`config.mk`:
```
export PLATFORM = sky130hd
export DESIGN_NAME = wts_envelope_context_sequencer_flat
export DESIGN_NICKNAME = d
export VERILOG_FILES = /design/src/rtl/wts_eg_pkg.sv /design/src/rtl/wts_envelope_context_sequencer_if.sv /design/src/rtl/wts_eg_key_pending.sv /design/src/rtl/wts_envelope_context_sequencer.sv /design/src/flat_wrapper.sv
export SDC_FILE = /design/constraint.sdc
export NUM_CORES = 1
export LEC_CHECK = 0
export CAP_MARGIN = 0
export CORE_MARGIN = 8
export CORE_UTILIZATION = 62
export CTS_CLUSTER_SIZE = 24
export DETAILED_ROUTE_END_ITERATION = 10
export PLACE_DENSITY = 0.95
export SYNTH_ARGS = -nofsm -noshare
export SYNTH_HDL_FRONTEND = slang
export SYNTH_SLANG_ARGS = --single-unit
```
`constraint.sdc`:
```
create_clock -name clk -period 12.3 [get_ports clk]
set_input_delay 3.69 -clock clk [delete_from_list [all_inputs] [get_ports clk]]
set_output_delay 3.69 -clock clk [all_outputs]
set_load 0.005 [all_outputs]
```
`src/rtl/wts_eg_pkg.sv`:
```
// Shared encodings and widths for the wave-table envelope context sequencer.
package wts_eg_pkg;
    localparam int COUNTER_W = 16;
    localparam int STATE_W   = 3;
    localparam int LEVEL_W   = 7;
    localparam logic [LEVEL_W-1:0] LEVEL_MAX = 7'd64;

    typedef enum logic [STATE_W-1:0] {
        EG_IDLE    = 3'd0,
        EG_ATTACK  = 3'd1,
        EG_DECAY   = 3'd2,
        EG_SUSTAIN = 3'd3,
        EG_RELEASE = 3'd4
    } eg_state_e;

    typedef enum logic [1:0] {
        PEND_NONE = 2'd0,
        PEND_ON   = 2'd1,
        PEND_REL  = 2'd2,
        PEND_OFF  = 2'd3
    } pend_e;

    // Simultaneous requests resolve OFF > ON > REL.
    function automatic pend_e req_to_code(input logic on, input logic rel, input logic off);
        if (off)      return PEND_OFF;
        else if (on)  return PEND_ON;
        else if (rel) return PEND_REL;
        else          return PEND_NONE;
    endfunction
endpackage

```
`src/rtl/wts_envelope_context_sequencer_if.sv`:
```
// Bus between the context sequencer (master) and the combinational envelope kernel (slave).
interface wts_envelope_context_sequencer_if #(
    parameter int CH_BITS = 3
);
    import wts_eg_pkg::*;

    logic [CH_BITS-1:0]   slot_ch;
    logic                 key_on;
    logic                 key_release;
    logic                 key_off;
    logic [COUNTER_W-1:0] eg_counter;
    logic [STATE_W-1:0]   eg_state;
    logic [LEVEL_W-1:0]   eg_level;
    logic [COUNTER_W-1:0] eg_counter_next;
    logic [STATE_W-1:0]   eg_state_next;
    logic [LEVEL_W-1:0]   eg_level_next;

    modport master (
        output slot_ch, key_on, key_release, key_off,
        output eg_counter, eg_state, eg_level,
        input  eg_counter_next, eg_state_next, eg_level_next
    );

    modport slave (
        input  slot_ch, key_on, key_release, key_off,
        input  eg_counter, eg_state, eg_level,
        output eg_counter_next, eg_state_next, eg_level_next
    );
endinterface

```
`src/rtl/wts_eg_key_pending.sv`:
```
// Per-channel pending key codes; a code waits until its channel's slot is ticked.
module wts_eg_key_pending
    import wts_eg_pkg::*;
#(
    parameter int NUM_CH  = 6,
    parameter int CH_BITS = 3
) (
    input  logic               clk,
    input  logic               reset,
    input  logic [CH_BITS-1:0] i_req_ch,
    input  logic               i_req_key_on,
    input  logic               i_req_key_release,
    input  logic               i_req_key_off,
    input  logic               i_eg_tick,
    input  logic [CH_BITS-1:0] i_slot_ch,
    output pend_e              o_slot_code
);
    localparam logic [CH_BITS:0] LP_NUM_CH = (CH_BITS+1)'(NUM_CH);

    pend_e r_pend [NUM_CH];
    pend_e w_req_code;
    logic  w_req_vld;

    assign w_req_code = req_to_code(i_req_key_on, i_req_key_release, i_req_key_off);
    assign w_req_vld  = (w_req_code != PEND_NONE) && ({1'b0, i_req_ch} < LP_NUM_CH);

    // A new request beats the clear, so a request landing on its own slot's tick waits a full round.
    always_ff @(posedge clk) begin
        for (int n = 0; n < NUM_CH; n++) begin
            if (reset) begin
                r_pend[n] <= PEND_NONE;
            end else if (w_req_vld && (i_req_ch == CH_BITS'(n))) begin
                r_pend[n] <= w_req_code;
            end else if (i_eg_tick && (i_slot_ch == CH_BITS'(n))) begin
                r_pend[n] <= PEND_NONE;
            end
        end
    end

    assign o_slot_code = r_pend[i_slot_ch];
endmodule

```
`src/rtl/wts_envelope_context_sequencer.sv`:
```
// Time-multiplexes the envelope kernel across channels and owns their contexts.
// Optional readback mux built when WTS_EG_READBACK_EN is defined.
module wts_envelope_context_sequencer
    import wts_eg_pkg::*;
#(
    parameter int NUM_CH  = 6,
    parameter int CH_BITS = 3
) (
    input  logic                 clk,
    input  logic                 reset,
    input  logic [CH_BITS-1:0]   i_req_ch,
    input  logic                 i_req_key_on,
    input  logic                 i_req_key_release,
    input  logic                 i_req_key_off,
    input  logic                 i_eg_tick,
    wts_envelope_context_sequencer_if.master kern_if,
    output logic [NUM_CH-1:0]    o_ch_active,
    input  logic [CH_BITS-1:0]   i_rd_ch,
    output logic [LEVEL_W-1:0]   o_rd_level,
    output logic [STATE_W-1:0]   o_rd_state
);
    localparam logic [CH_BITS-1:0] LP_LAST_CH = CH_BITS'(NUM_CH - 1);

    logic [CH_BITS-1:0]   r_slot_ch;
    logic [COUNTER_W-1:0] r_ctx_counter [NUM_CH];
    logic [STATE_W-1:0]   r_ctx_state   [NUM_CH];
    logic [LEVEL_W-1:0]   r_ctx_level   [NUM_CH];
    logic [NUM_CH-1:0]    r_ch_active;
    pend_e                w_slot_code;

    wts_eg_key_pending #(
        .NUM_CH  (NUM_CH),
        .CH_BITS (CH_BITS)
    ) u_key_pending (
        .clk               (clk),
        .reset             (reset),
        .i_req_ch          (i_req_ch),
        .i_req_key_on      (i_req_key_on),
        .i_req_key_release (i_req_key_release),
        .i_req_key_off     (i_req_key_off),
        .i_eg_tick         (i_eg_tick),
        .i_slot_ch         (r_slot_ch),
        .o_slot_code       (w_slot_code)
    );

    always_ff @(posedge clk) begin
        if (reset) begin
            r_slot_ch   <= '0;
            r_ch_active <= '0;
            for (int n = 0; n < NUM_CH; n++) begin
                r_ctx_counter[n] <= '0;
                r_ctx_state[n]   <= '0;
                r_ctx_level[n]   <= '0;
            end
        end else begin
            if (i_eg_tick) begin
                r_ctx_counter[r_slot_ch] <= kern_if.eg_counter_next;
                r_ctx_state[r_slot_ch]   <= kern_if.eg_state_next;
                r_ctx_level[r_slot_ch]   <= kern_if.eg_level_next;
                r_slot_ch <= (r_slot_ch == LP_LAST_CH) ? '0 : r_slot_ch + 1'b1;
            end
            // Deliberately one cycle behind the context write-back.
            for (int n = 0; n < NUM_CH; n++) begin
                r_ch_active[n] <= (r_ctx_state[n] != '0);
            end
        end
    end

    assign kern_if.slot_ch     = r_slot_ch;
    assign kern_if.eg_counter  = r_ctx_counter[r_slot_ch];
    assign kern_if.eg_state    = r_ctx_state[r_slot_ch];
    assign kern_if.eg_level    = r_ctx_level[r_slot_ch];
    assign kern_if.key_on      = i_eg_tick && (w_slot_code == PEND_ON);
    assign kern_if.key_release = i_eg_tick && (w_slot_code == PEND_REL);
    assign kern_if.key_off     = i_eg_tick && (w_slot_code == PEND_OFF);
    assign o_ch_active         = r_ch_active;

`ifdef WTS_EG_READBACK_EN
    localparam logic [CH_BITS:0] LP_NUM_CH = (CH_BITS+1)'(NUM_CH);
    logic w_rd_vld;

    assign w_rd_vld   = ({1'b0, i_rd_ch} < LP_NUM_CH);
    assign o_rd_level = w_rd_vld ? r_ctx_level[i_rd_ch] : '0;
    assign o_rd_state = w_rd_vld ? r_ctx_state[i_rd_ch] : '0;
`else
    logic w_unused_rd_ch;

    assign w_unused_rd_ch = ^i_rd_ch;
    assign o_rd_level     = '0;
    assign o_rd_state     = '0;
`endif
endmodule

```
`src/flat_wrapper.sv`:
```
// flat-port wrapper written by rule: the top's interface ports become plain ports
module wts_envelope_context_sequencer_flat import wts_eg_pkg::*;
#(
    parameter int NUM_CH  = 6,
    parameter int CH_BITS = 3
)
  (clk, reset, i_req_ch, i_req_key_on, i_req_key_release, i_req_key_off, i_eg_tick, o_ch_active, i_rd_ch, o_rd_level, o_rd_state, kern_if_slot_ch, kern_if_key_on, kern_if_key_release, kern_if_key_off, kern_if_eg_counter, kern_if_eg_state, kern_if_eg_level, kern_if_eg_counter_next, kern_if_eg_state_next, kern_if_eg_level_next);
  wts_envelope_context_sequencer_if #(.CH_BITS(CH_BITS)) kern_if_i ();
  input  logic clk;
  input  logic reset;
  input  logic [CH_BITS-1:0] i_req_ch;
  input  logic i_req_key_on;
  input  logic i_req_key_release;
  input  logic i_req_key_off;
  input  logic i_eg_tick;
  output logic [NUM_CH-1:0] o_ch_active;
  input  logic [CH_BITS-1:0] i_rd_ch;
  output logic [LEVEL_W-1:0] o_rd_level;
  output logic [STATE_W-1:0] o_rd_state;
  output wire logic [$bits(kern_if_i.slot_ch)-1:0] kern_if_slot_ch;
  output wire logic [$bits(kern_if_i.key_on)-1:0] kern_if_key_on;
  output wire logic [$bits(kern_if_i.key_release)-1:0] kern_if_key_release;
  output wire logic [$bits(kern_if_i.key_off)-1:0] kern_if_key_off;
  output wire logic [$bits(kern_if_i.eg_counter)-1:0] kern_if_eg_counter;
  output wire logic [$bits(kern_if_i.eg_state)-1:0] kern_if_eg_state;
  output wire logic [$bits(kern_if_i.eg_level)-1:0] kern_if_eg_level;
  input wire logic [$bits(kern_if_i.eg_counter_next)-1:0] kern_if_eg_counter_next;
  input wire logic [$bits(kern_if_i.eg_state_next)-1:0] kern_if_eg_state_next;
  input wire logic [$bits(kern_if_i.eg_level_next)-1:0] kern_if_eg_level_next;
  assign kern_if_slot_ch = kern_if_i.slot_ch;
  assign kern_if_key_on = kern_if_i.key_on;
  assign kern_if_key_release = kern_if_i.key_release;
  assign kern_if_key_off = kern_if_i.key_off;
  assign kern_if_eg_counter = kern_if_i.eg_counter;
  assign kern_if_eg_state = kern_if_i.eg_state;
  assign kern_if_eg_level = kern_if_i.eg_level;
  assign kern_if_i.eg_counter_next = kern_if_eg_counter_next;
  assign kern_if_i.eg_state_next = kern_if_eg_state_next;
  assign kern_if_i.eg_level_next = kern_if_eg_level_next;
  wts_envelope_context_sequencer #(.NUM_CH(NUM_CH), .CH_BITS(CH_BITS)) u_core (.clk(clk), .reset(reset), .i_req_ch(i_req_ch), .i_req_key_on(i_req_key_on), .i_req_key_release(i_req_key_release), .i_req_key_off(i_req_key_off), .i_eg_tick(i_eg_tick), .kern_if(kern_if_i), .o_ch_active(o_ch_active), .i_rd_ch(i_rd_ch), .o_rd_level(o_rd_level), .o_rd_state(o_rd_state));
endmodule
```
Word level (Yosys, flattened, before mapping)
Memory sizes are Yosys's and may differ from the RTL's. A register that Yosys moved wholly into a read port is not among the register bits.
Cells that the tools add are included.
Storage, ports and cells
  register bits: 9
  latch bits: 0
  memory bits (writable): 168
  bits in read-only memories: 0
  bits of input ports: 38
  word-level logic and storage cells: 141
  memories kept: 4
Operators by class
  add/subtract/negate cells: 1
  multipliers: 0
  div/mod/pow operators: 0
  magnitude comparators: 1
  eq/ne operators: 13
  shifts and indexed selects: 0
  mux-type cells: 80
  bitwise operators: 12
  reductions and logical operators: 28
Memories
  u_core.r_ctx_counter: depth 6, bits a word 16, read ports 1, clocked after Yosys merged registers in 1, write ports 6, line wts_envelope_context_sequencer.sv:25  | logic [COUNTER_W-1:0] r_ctx_counter [NUM_CH];
  u_core.r_ctx_level: depth 6, bits a word 7, read ports 1, clocked after Yosys merged registers in 1, write ports 6, line wts_envelope_context_sequencer.sv:27  | logic [LEVEL_W-1:0] r_ctx_level [NUM_CH];
  u_core.r_ctx_state: depth 6, bits a word 3, read ports 7, clocked after Yosys merged registers in 1, write ports 6, line wts_envelope_context_sequencer.sv:26  | logic [STATE_W-1:0] r_ctx_state [NUM_CH];
  u_core.u_key_pending.r_pend: depth 6, bits a word 2, read ports 1, clocked after Yosys merged registers in 1, write ports 6, line wts_eg_key_pending.sv:20  | pend_e r_pend [NUM_CH];
Operators by type and width (count)
  1-bit two-way mux: 50
  3-bit two-way mux: 13
  2-bit two-way mux: 15
  3-bit nonzero test: 6
  1-bit logical AND: 16
  16-bit two-way mux: 1
  16-bit OR reduction: 1
  3-bit by 2-bit == test with 1-bit output (second input constant): 4
  3-bit == test (second input constant): 4
  1-bit bitwise OR: 12
  7-bit two-way mux: 1
  7-bit OR reduction: 1
  3-bit by 1-bit == test with 1-bit output (second input constant): 2
  3-bit logical NOT: 2
  2-bit == test (second input constant): 2
  3-bit by 1-bit adder with 3-bit output (second input constant): 1
  3-bit < comparator (second input constant): 1
  3-bit OR reduction: 1
  2-bit by 1-bit == test with 1-bit output (second input constant): 1
  2-bit nonzero test: 1

Longest topological paths before layout
Gate-level depths: netlist of the first run.
  depth in word-level cells: 11
  mapped depth: 6
  mapped depth without buffers: 4

By module
From an unflattened synthesis of the first run, not the netlist that was laid out.
Second synthesis, totals
  cells, all modules: 675
  area total of the unflattened synthesis: 10451.3 µm²
Modules (own cells, without submodules)
  wts_envelope_context_sequencer: instances 1, cells each 611, area each 9740.6 µm², seq. area each 6486.2 µm²
  wts_eg_key_pending: instances 1, cells each 64, area each 710.7 µm², seq. area each 360.3 µm²

Worst setup path after synthesis of the first run
Ideal clock, no wire load.
  kind: input port to output port
  start point: input port i_eg_tick
  end point: output port kern_if_key_off
  arrival time: 4.233 ns
  path slack: 4.377 ns
  stages on the path: 3
  path buffers: 1
  cell sequence: buf_2 > o21ai_0 > o31ai_1
Between the ends
  word-level cells in the longest chain between the ends: 1
RTL lines
  start, declared: line flat_wrapper.sv:15  | input logic i_eg_tick;
  1-bit logical AND: line wts_envelope_context_sequencer.sv:75  | assign kern_if.key_off = i_eg_tick && (w_slot_code == PEND_OFF);
  end, declared: line flat_wrapper.sv:23  | output wire logic [$bits(kern_if_i.key_off)-1:0] kern_if_key_off;
No other way between the ends.

Worst setup path after layout of the first run
Same ends and word-level chain as after synthesis.

==> results.cfg, run 1 <==
[drt]
drt_iter0_markers = 845
wirelength_um = 24070
vias = 6182
dr.pass1.iters = 6
ant_nets = 0
avgRoutedWirePerCell_um = 24.31
routed_via_density = 6.244
drc = 0

[worst_setup_path]
required_ns = 8.61
r2r_cells = 4
cp-start-kind = input pin
setup.worst_path.end = kern_if_key_off
slowest_stage = clkdlybuf4s50_1
r2r_end = u_core.r_ctx_counter[1][11]$_SDFFCE_PN0P_
r2r_start = u_core.kern_if.slot_ch[2]$_SDFFE_PP0P_
critPathMaxFanout = 12
cp_cell_sequence = clkdlybuf4s50_1 -> o21ai_0 -> o31ai_1 -> clkdlybuf4s50_1
crit_start = i_eg_tick
end_kind = primary output
critPathKind = input pin to primary output
rrSetupSlack_ns = 8.76
critPathMaxStageDelay_ns = 0.73
worstPathArrival_ns = 5.52
cp_common_cell = clkdlybuf4s50_1

[floorplan]
dieArea_sq_um = 20320
die-height_um = 142.5
io-pin-count = 86
die_w_um = 142.5
start_util = 0.6296
core_area_sq_um = 15770
num_rows = 46

[placed_design]
port_buffers = 72
dpl_cell_area_sq_um = 10850
hpwl_um = 13950
place.gp.congestion = 0.7921

[timing]
worst_pin_slew_ns = 1.224
finClkSkew_ns = 0.009389
max_freq_mhz = 108.5
setup_tns_ns = 0
timing.slew.headroom = 0.1817
finalHoldViolations = 0
finalSetupViolCount = 0
period_share = 0.7491
final.min_clock_period_ns = 9.214
rsz0062_at_grt = false
final_max_slew_viol_count = 0

[global_routing]
grt_pass1_wl_um = 36310
grt_pass1_vias = 6520
grt_overflow = 0
grt.total_usage = 0.2389
grt_max_degree = 55
antenna_found_initial = 0

[hold_path]
worstHoldStart = u_core.r_ctx_state[5][2]$_DFFE_PP_
min_path_type = flip-flop to flip-flop

[synthesis]
yosysTopAreaCell = edfxtp_1
synth_edf_count = 220
synth_compound_area_frac = 0.01109
yosys-top-cells-area = edfxtp_1 (67%), mux4_2 (12%), nand2_1 (4.3%), nor2_1 (3.9%), dfxtp_1 (2.4%)
synth_flop_cell = edfxtp_1
synthMuxAreaShare = 0.1250
avgSynthCellArea_sq_um = 14.43
yosysWarnings = 0
synth.top_cell.area_share = 0.6654
synth.distinct_cells = 43
postSynthCellCount = 688
synth-async-reset-ratio = 0
yosys_register_bits = 232
synth-xor-area-share = 0.0008822
synth_top_family_by_area = simple AND/OR/NAND/NOR gates
syn-cell-area_sq_um = 9928
yosysSeqAreaShare = 0.6896
synthAdderAreaFrac = 0.001260
yosys.area_share.simple = 0.1359

[final_layout]
syn_to_final_growth_pct = 16.30
layout-drive-gt1-share = 0.1408
design_area_sq_um = 11550
fin_nets = 798
fillCellCount = 911
insertedDiodeCount = 0

[clock_network]
cts_tree = done
ctsHoldBuffers = 0
path_clk_slew_ns = 0.06
clk_latency_ns = 0.51
clk_path_buf_depth = 3
post_cts_buffers = 0
numCtsBuffers = 23
ctsResizeCount = 0
clock_sinks = 232
cts_root_buf = clkbuf_16
htreeDepth = 1

[power_and_ir_drop]
leakage_uw = 0.004317
power_density_nw_per_um2 = 152.2
ir_drop_mv = 0.1102

[run_status]
outcome = complete, no violations

[job]
drv_cap = 0
==> critical path: cells and delay by family <==
kind,cells,cell delay [ns]
AOI/OAI and AO/OA,2,0.54
buffers and inverters,2,1.29
==> layout make-up <==
class | count | area, sq um | area share
clock buffers | 30 | 621.8 | 0.05386
clock inverters | 10 | 72.57 | 0.006285
inverters | 31 | 116.4 | 0.01008
multi-input cells | 385 | 2788 | 0.2414
flip-flops and latches | 232 | 6852 | 0.5934
well taps | 216 | 270.3 | 0.02341
repair buffers | 86 | 825.8 | 0.07152
==> state kept, by name, indices dropped and copies added, names as in the netlist, named ones only <==
register,flops
u_core.r_ctx_counter,128
u_core.r_ctx_level,56
u_core.r_ctx_state,24
u_core.u_key_pending.r_pend,12
u_core.o_ch_active,6
u_core.kern_if.slot_ch,3
==> synthesized netlist by cell type, types with 2 or more instances <==
library cell,count
nor3b_1,2
and2_1,27
edfxtp_1,220
inv_1,31
nand3_1,2
buf_4,10
nor2_1,103
a21oi_1,3
o31ai_1,2
nor3_1,11
buf_2,9
mux4_2,53
clkbuf_1,26
dfxtp_1,12
nand2_1,114
and3_1,26
a31o_2,2
nor2b_1,4
nand2b_1,2
o21ai_0,3
a21o_1,2
buf_1,3
==> cell families (layout without fill, tap and decap cells) <==
logic type | count (synthesis) | count (layout)
buffers and inverters | 80 | 157
DFF | 232 | 232
and+or+nand+nor | 301 | 301
xor gates and xnor gates | 1 | 1
other | 1 | 10
AOI/OAI and AO/OA | 16 | 16
muxes | 56 | 56
adders and majority gates | 1 | 1
==> worst min-delay path by stage <==
stage                                       endpoint  depth (start not counted)
floorplan           u_core.o_ch_active[2]$_SDFF_PP0_                          2
global placement    u_core.o_ch_active[5]$_SDFF_PP0_                          2
detailed placement  u_core.o_ch_active[5]$_SDFF_PP0_                          2
CTS                 u_core.o_ch_active[5]$_SDFF_PP0_                          2
global route        u_core.o_ch_active[4]$_SDFF_PP0_                          2
finish              u_core.o_ch_active[5]$_SDFF_PP0_                          2
==> power breakdown <==
| group | internal, uW | switching (uW) |
|---|---|---|
| clock | 375 | 282 |
| combinational | 91.8 | 96.0 |
| sequential | 898 | 14.0 |
==> per-stage QoR <==
| stage | utilization | power, uW | instances | hold WS, ns | worst slack (ns) |
|---|---|---|---|---|---|
| floorplan | - | 1030 | 697 | 0.4521 | 4.377 |
| global placement | 0.6881 | 1103 | 950 | 0.4918 | 3.077 |
| detailed placement | 0.6881 | 1114 | 950 | 0.5159 | 3.143 |
| CTS | 0.7321 | 1761 | 990 | 0.5334 | 3.095 |
| global route | 0.7321 | 1803 | 990 | 0.5501 | 2.973 |
| finish | 0.7321 | 1758 | 990 | 0.5499 | 3.086 |
==> placed cells by master, fill, tap and decap left out, types with 2 or more instances in the layout <==
master / n
edfxtp_1: 220
nand2_1: 114
nor2_1: 103
clkdlybuf4s50_1: 72
mux4_2: 53
inv_1: 31
and2_1: 27
and3_1: 26
clkbuf_16: 23
buf_4: 14
nor3_1: 11
dfxtp_1: 10
conb_1: 10
clkbuf_1: 5
clkinv_2: 4
clkinv_1: 4
nor2b_1: 3
o21ai_0: 3
a21oi_1: 3
a31o_2: 2
a21o_1: 2
o31ai_1: 2
nand2b_1: 2
nand3_1: 2
clkbuf_8: 2
==> metal layers <==
layer | track usage | routed length, um
met4 | 0.1063 | 816
met5 | 0 | 0
met2 | 0.4131 | 12540
met3 | 0.04730 | 2539
met1 | 0.2854 | 8177
(Power assumes the default switching activity.)
==> run 2: changes to the inputs <==
--- a/config.mk
+++ b/config.mk
@@ -7,10 +7,10 @@
 export LEC_CHECK = 0
 export CAP_MARGIN = 0
 export CORE_MARGIN = 8
-export CORE_UTILIZATION = 62
+export CORE_UTILIZATION = 58
 export CTS_CLUSTER_SIZE = 24
 export DETAILED_ROUTE_END_ITERATION = 10
-export PLACE_DENSITY = 0.95
+export PLACE_DENSITY = 0.91
 export SYNTH_ARGS = -nofsm -noshare
 export SYNTH_HDL_FRONTEND = slang
 export SYNTH_SLANG_ARGS = --single-unit
==> constraint.sdc (replaced) <==
create_clock -name clk -period 8.9 [get_ports clk]
set_input_delay 2.67 -clock clk [delete_from_list [all_inputs] [get_ports clk]]
set_output_delay 2.67 -clock clk [all_outputs]
set_load 0.005 [all_outputs]
==> run 2 against run 1 <==
  * Non-clock buffer count rose by 5
  * Register-to-register slack got worse by 2.2 ns
  * Hold slack improved by 0.0027 ns
  * First-iteration DRC count fell by 23%
  * Via count fell by 0.61%
==> results.cfg, run 2 (synthesis gave the netlist of run 1 again) <==
[drt]
dr.pass1.iters = 5
routed_via_density = 6.120
vias = 6144
avgRoutedWirePerCell_um = 23.65
ant_nets = 0
drc = 0
wirelength_um = 23740
drt_iter0_markers = 652

[clock_network]
clk_latency_ns = 0.51
clk_path_buf_depth = 3
cts_tree = done
post_cts_buffers = 0
ctsHoldBuffers = 0
path_clk_slew_ns = 0.07
htreeDepth = 1
ctsResizeCount = 0
cts_root_buf = clkbuf_16
numCtsBuffers = 22
clock_sinks = 232

[floorplan]
core_area_sq_um = 17000
start_util = 0.5841
io-pin-count = 86
num_rows = 48
dieArea_sq_um = 21560
die_w_um = 146.8
die-height_um = 146.8

[final_layout]
largest_reg_flops = 128
final_cell_mix = edfxtp_1 (220), nand2_1 (114), nor2_1 (103)
insertedDiodeCount = 0
design_area_sq_um = 11670
regMostFlops = u_core.r_ctx_counter
layout-drive-gt1-share = 0.1502
largestRegisters = u_core.r_ctx_counter: 128 flops, u_core.r_ctx_level: 56 flops, u_core.r_ctx_state: 24 flops
syn_to_final_growth_pct = 17.52
layout_commonest_cell = edfxtp_1
fin_nets = 802

[worst_setup_path]
critPathMaxStageDelay_ns = 0.76
cp-start-kind = input pin
slowest_stage = clkdlybuf4s50_1
crit_start = i_eg_tick
cp_common_cell = clkdlybuf4s50_1
worstPathArrival_ns = 4.53
r2r_start = u_core.kern_if.slot_ch[2]$_SDFFE_PP0P_
critPathMaxFanout = 12
required_ns = 6.23
critPathKind = input pin to primary output
cp_cell_sequence = clkdlybuf4s50_1 -> o21ai_0 -> o31ai_1 -> clkdlybuf4s50_1
end_kind = primary output

[global_routing]
grt.total_usage = 0.2200
grt_max_degree = 40
antenna_found_initial = 1
grt_overflow = 0
grt_pass1_wl_um = 36600
grt_pass1_vias = 6658

[timing]
rsz0062_at_grt = false
finalSetupViolCount = 0
period_share = 0.8092
final.min_clock_period_ns = 7.202
worst_pin_slew_ns = 1.002
setup_tns_ns = 0
hold_ws_ns = 0.5526
final_max_slew_viol_count = 0
finClkSkew_ns = 0.01474
finalHoldViolations = 0
max_freq_mhz = 138.9
timing.slew.headroom = 0.3302

[power_and_ir_drop]
ir_drop_mv = 0.1303
power_density_nw_per_um2 = 215.9
design_power_total_uw = 2519
leakage_uw = 0.004379

[placed_design]
place.gp.congestion = 0.7614
dpl_cell_area_sq_um = 10890
port_buffers = 72
hpwl_um = 13920

[hold_path]
min_path_type = flip-flop to flip-flop
worstHoldStart = u_core.r_ctx_state[2][2]$_SDFFCE_PN0P_

[run_status]
outcome = complete, no violations

[job]
drv_cap = 0
## run 2: final timing paths
path                                                    to  slack [ns]  cells after the start
hold / removal            u_core.o_ch_active[2]$_SDFF_PP0_        0.55                      2
hold reg to reg           u_core.o_ch_active[2]$_SDFF_PP0_        0.55                      2
setup / recovery                           kern_if_key_off        1.70                      4
setup reg to reg  u_core.r_ctx_counter[3][6]$_SDFFCE_PN0P_        6.58                      5
## run 2: per-layer routing
layer / vias to the layer above / share of wire / global-route usage
li1: 2621 / - / -
met1: 3015 / 0.35 / 0.2515
met2: 422 / 0.51 / 0.3857
met3: 84 / 0.10 / 0.04799
met4: 2 / 0.037 / 0.1072
met5: - / 0.00042 / 0
## run 2: final cells by class
cell class / instances / area, sq um
sequential: 232 / 6852
multi-input combinational: 385 / 2781
fill: 1041 / 5329
tap: 225 / 281.5
clock inverter: 11 / 155.1
clock buffer: 29 / 618.1
timing repair buffer: 91 / 863.3
inverter: 31 / 116.4
## run 2: stage by stage
stage	utilization	std cells	worst slack (ns)
3_3_place_gp	0.6410	964	1.816
4_1_cts	0.6865	1004	1.690
3_5_place_dp	0.6410	964	1.765
2_1_floorplan	-	697	2.770
5_1_grt	0.6865	1004	1.537
6_report	0.6865	1004	1.698
## run 2: critical path: cells and delay by family
family	cells	cell delay, ns
compound gates	2	0.52
buf+inv	2	1.35
## run 2: where the power goes
part / switching (uW) / leakage (uW) / internal, uW
logic: 125 / 0.00168 / 127
registers: 26.9 / 0.00232 / 1240
clock network: 395 / 0.000378 / 605
==> run 3: changes to the inputs <==
--- a/config.mk
+++ b/config.mk
@@ -7,10 +7,10 @@
 export LEC_CHECK = 0
 export CAP_MARGIN = 0
 export CORE_MARGIN = 8
-export CORE_UTILIZATION = 58
+export CORE_UTILIZATION = 52
 export CTS_CLUSTER_SIZE = 24
 export DETAILED_ROUTE_END_ITERATION = 10
-export PLACE_DENSITY = 0.91
+export PLACE_DENSITY = 0.87
 export SYNTH_ARGS = -nofsm -noshare
 export SYNTH_HDL_FRONTEND = slang
 export SYNTH_SLANG_ARGS = --single-unit
==> constraint.sdc (replaced) <==
create_clock -name clk -period 5.95 [get_ports clk]
set_input_delay 1.785 -clock clk [delete_from_list [all_inputs] [get_ports clk]]
set_output_delay 1.785 -clock clk [all_outputs]
set_load 0.005 [all_outputs]
==> run 3 against run 2 <==
  * Clock skew is 0.0078 ns higher
  * Die area increased by 10%
  * Sequential power increased by 50%
  * Clock-buffer cell count is 4 higher
  * Via count shrank 1.7%
  * Final area increased by 0.34%
  * Routed wire length is 2.0% lower
  * Critical path type unchanged
  * Highest routed layer unchanged
==> results.cfg, run 3 (synthesis gave the netlist of run 1 again) <==
[timing]
finalSetupViolCount = 0
worst_pin_slew_ns = 0.9792
setup_tns_ns = 0
period_share = 0.8633
final_max_slew_viol_count = 0
timing.slew.headroom = 0.3472
max_freq_mhz = 194.7
final.min_clock_period_ns = 5.137
hold_ws_ns = 0.5314
finalHoldViolations = 0
rsz0062_at_grt = false
finClkSkew_ns = 0.02252

[final_layout]
layout-drive-gt1-share = 0.1492
fillCellCount = 1302
design_area_sq_um = 11710
instances_no_fill = 1018
syn_to_final_growth_pct = 17.92
insertedDiodeCount = 0
largest_reg_flops = 128
final_util = 0.6259
layout_commonest_cell = edfxtp_1
largestRegisters = u_core.r_ctx_counter: 128 flops, u_core.r_ctx_level: 56 flops, u_core.r_ctx_state: 24 flops
fin_nets = 805
regMostFlops = u_core.r_ctx_counter
final_cell_mix = edfxtp_1 (220), nand2_1 (114), nor2_1 (103)

[global_routing]
grt.total_usage = 0.1972
antenna_found_initial = 3
grt_pass1_wl_um = 36000
grt_overflow = 0
grt_pass1_vias = 6500
grt_max_degree = 36

[worst_setup_path]
critPathKind = input pin to primary output
rrSetupSlack_ns = 3.58
worstPathArrival_ns = 3.35
r2r_cells = 3
end_kind = primary output
cp-start-kind = input pin
critPathMaxFanout = 12
r2r_end = u_core.u_key_pending.r_pend[5][0]$_SDFFCE_PP0P_
r2r_start = u_core.kern_if.slot_ch[0]$_SDFFE_PP0P_
required_ns = 4.16

[floorplan]
num_rows = 50
io-pin-count = 86
dieArea_sq_um = 23770
die-height_um = 154.2
start_util = 0.5308
die_w_um = 154.2
core_area_sq_um = 18710

[drt]
dr.pass1.iters = 5
ant_nets = 0
wirelength_um = 23270
drc = 0
drt_iter0_markers = 579
routed_via_density = 5.933
avgRoutedWirePerCell_um = 22.85
vias = 6040

[clock_network]
clock_sinks = 232
ctsResizeCount = 0
post_cts_buffers = 0
numCtsBuffers = 24
path_clk_slew_ns = 0.06
htreeDepth = 1
cts_tree = done
clk_path_buf_depth = 3
cts_root_buf = clkbuf_16
ctsHoldBuffers = 0
clk_latency_ns = 0.52

[job]
drv_cap = 0

[placed_design]
place.gp.congestion = 0.8149
port_buffers = 72
dpl_cell_area_sq_um = 10910
hpwl_um = 13670
post-place-cells = 974

[power_and_ir_drop]
leakage_uw = 0.004391
ir_drop_mv = 0.2296
power_density_nw_per_um2 = 321.5

[hold_path]
worstHoldStart = u_core.r_ctx_state[0][0]$_SDFFCE_PN0P_
holdPathStages = 2
min_to = u_core.o_ch_active[0]$_SDFF_PP0_
min_path_type = flip-flop to flip-flop

[run_status]
outcome = complete, no violations
-- run 3: cell types whose count changed in the layout (fill, tap and decap cells not counted) --
cell / change
bufinv_16: -1
clkinvlp_4: -1
clkbuf_1: +3
clkbuf_16: +1
inv_6: +1
clkinv_8: +1
buf_4: +1
clkinv_1: +2
clkinv_2: -2
-- run 3: worst max-delay path by stage --
stage               startpoint                              endpoint  slack, ns
detailed placement   i_eg_tick                       kern_if_key_off       0.84
finish               i_eg_tick                       kern_if_key_off       0.81
global route         i_eg_tick                       kern_if_key_off       0.74
CTS                  i_eg_tick                       kern_if_key_off       0.81
global placement     i_eg_tick                       kern_if_key_off       0.82
floorplan                reset  u_core.r_ctx_counter[6][0]$_DFFE_PP_       0.71
-- run 3: area by class of cell --
type	instances	area, sq um	area share
flip-flops and latches	232	6852	0.5852
repair buffers	92	870.8	0.07438
clock inverters	11	140.1	0.01197
clock buffers	33	654.4	0.05589
inverters	31	116.4	0.009939
multi-input cells	385	2781	0.2376
well taps	234	292.8	0.02501
-- run 3: stage by stage --
stage	worst slack (ns)	total power, uW
floorplan	0.7053	2129
global placement	0.8205	2290
detailed placement	0.8427	2306
CTS	0.8075	3784
global route	0.7377	3874
finish	0.8133	3764
-- run 3: power by group --
| group | switching (uW) | internal, uW | leakage [uW] |
|---|---|---|---|
| Combinational | 181 | 191 | 0.00168 |
| Sequential | 43.3 | 1860 | 0.00232 |
| Clock | 589 | 901 | 0.000386 |
| Total | 814 | 2950 | 0.00439 |
-- run 3: worst max-delay path, cell delays in order --
cell             delay, ns
clkdlybuf4s50_1       0.45
buf_4                 0.17
o21ai_0               0.13
o31ai_1               0.27
clkdlybuf4s50_1       0.55
-- run 3: per-layer routing --
layer | wire, um | up-vias | global-route usage
met4 | 565 | 6 | 0.05926
met2 | 11940 | 349 | 0.3513
li1 | - | 2638 | -
met5 | 35 | - | 0
met1 | 8540 | 2995 | 0.2373
met3 | 2183 | 52 | 0.04096
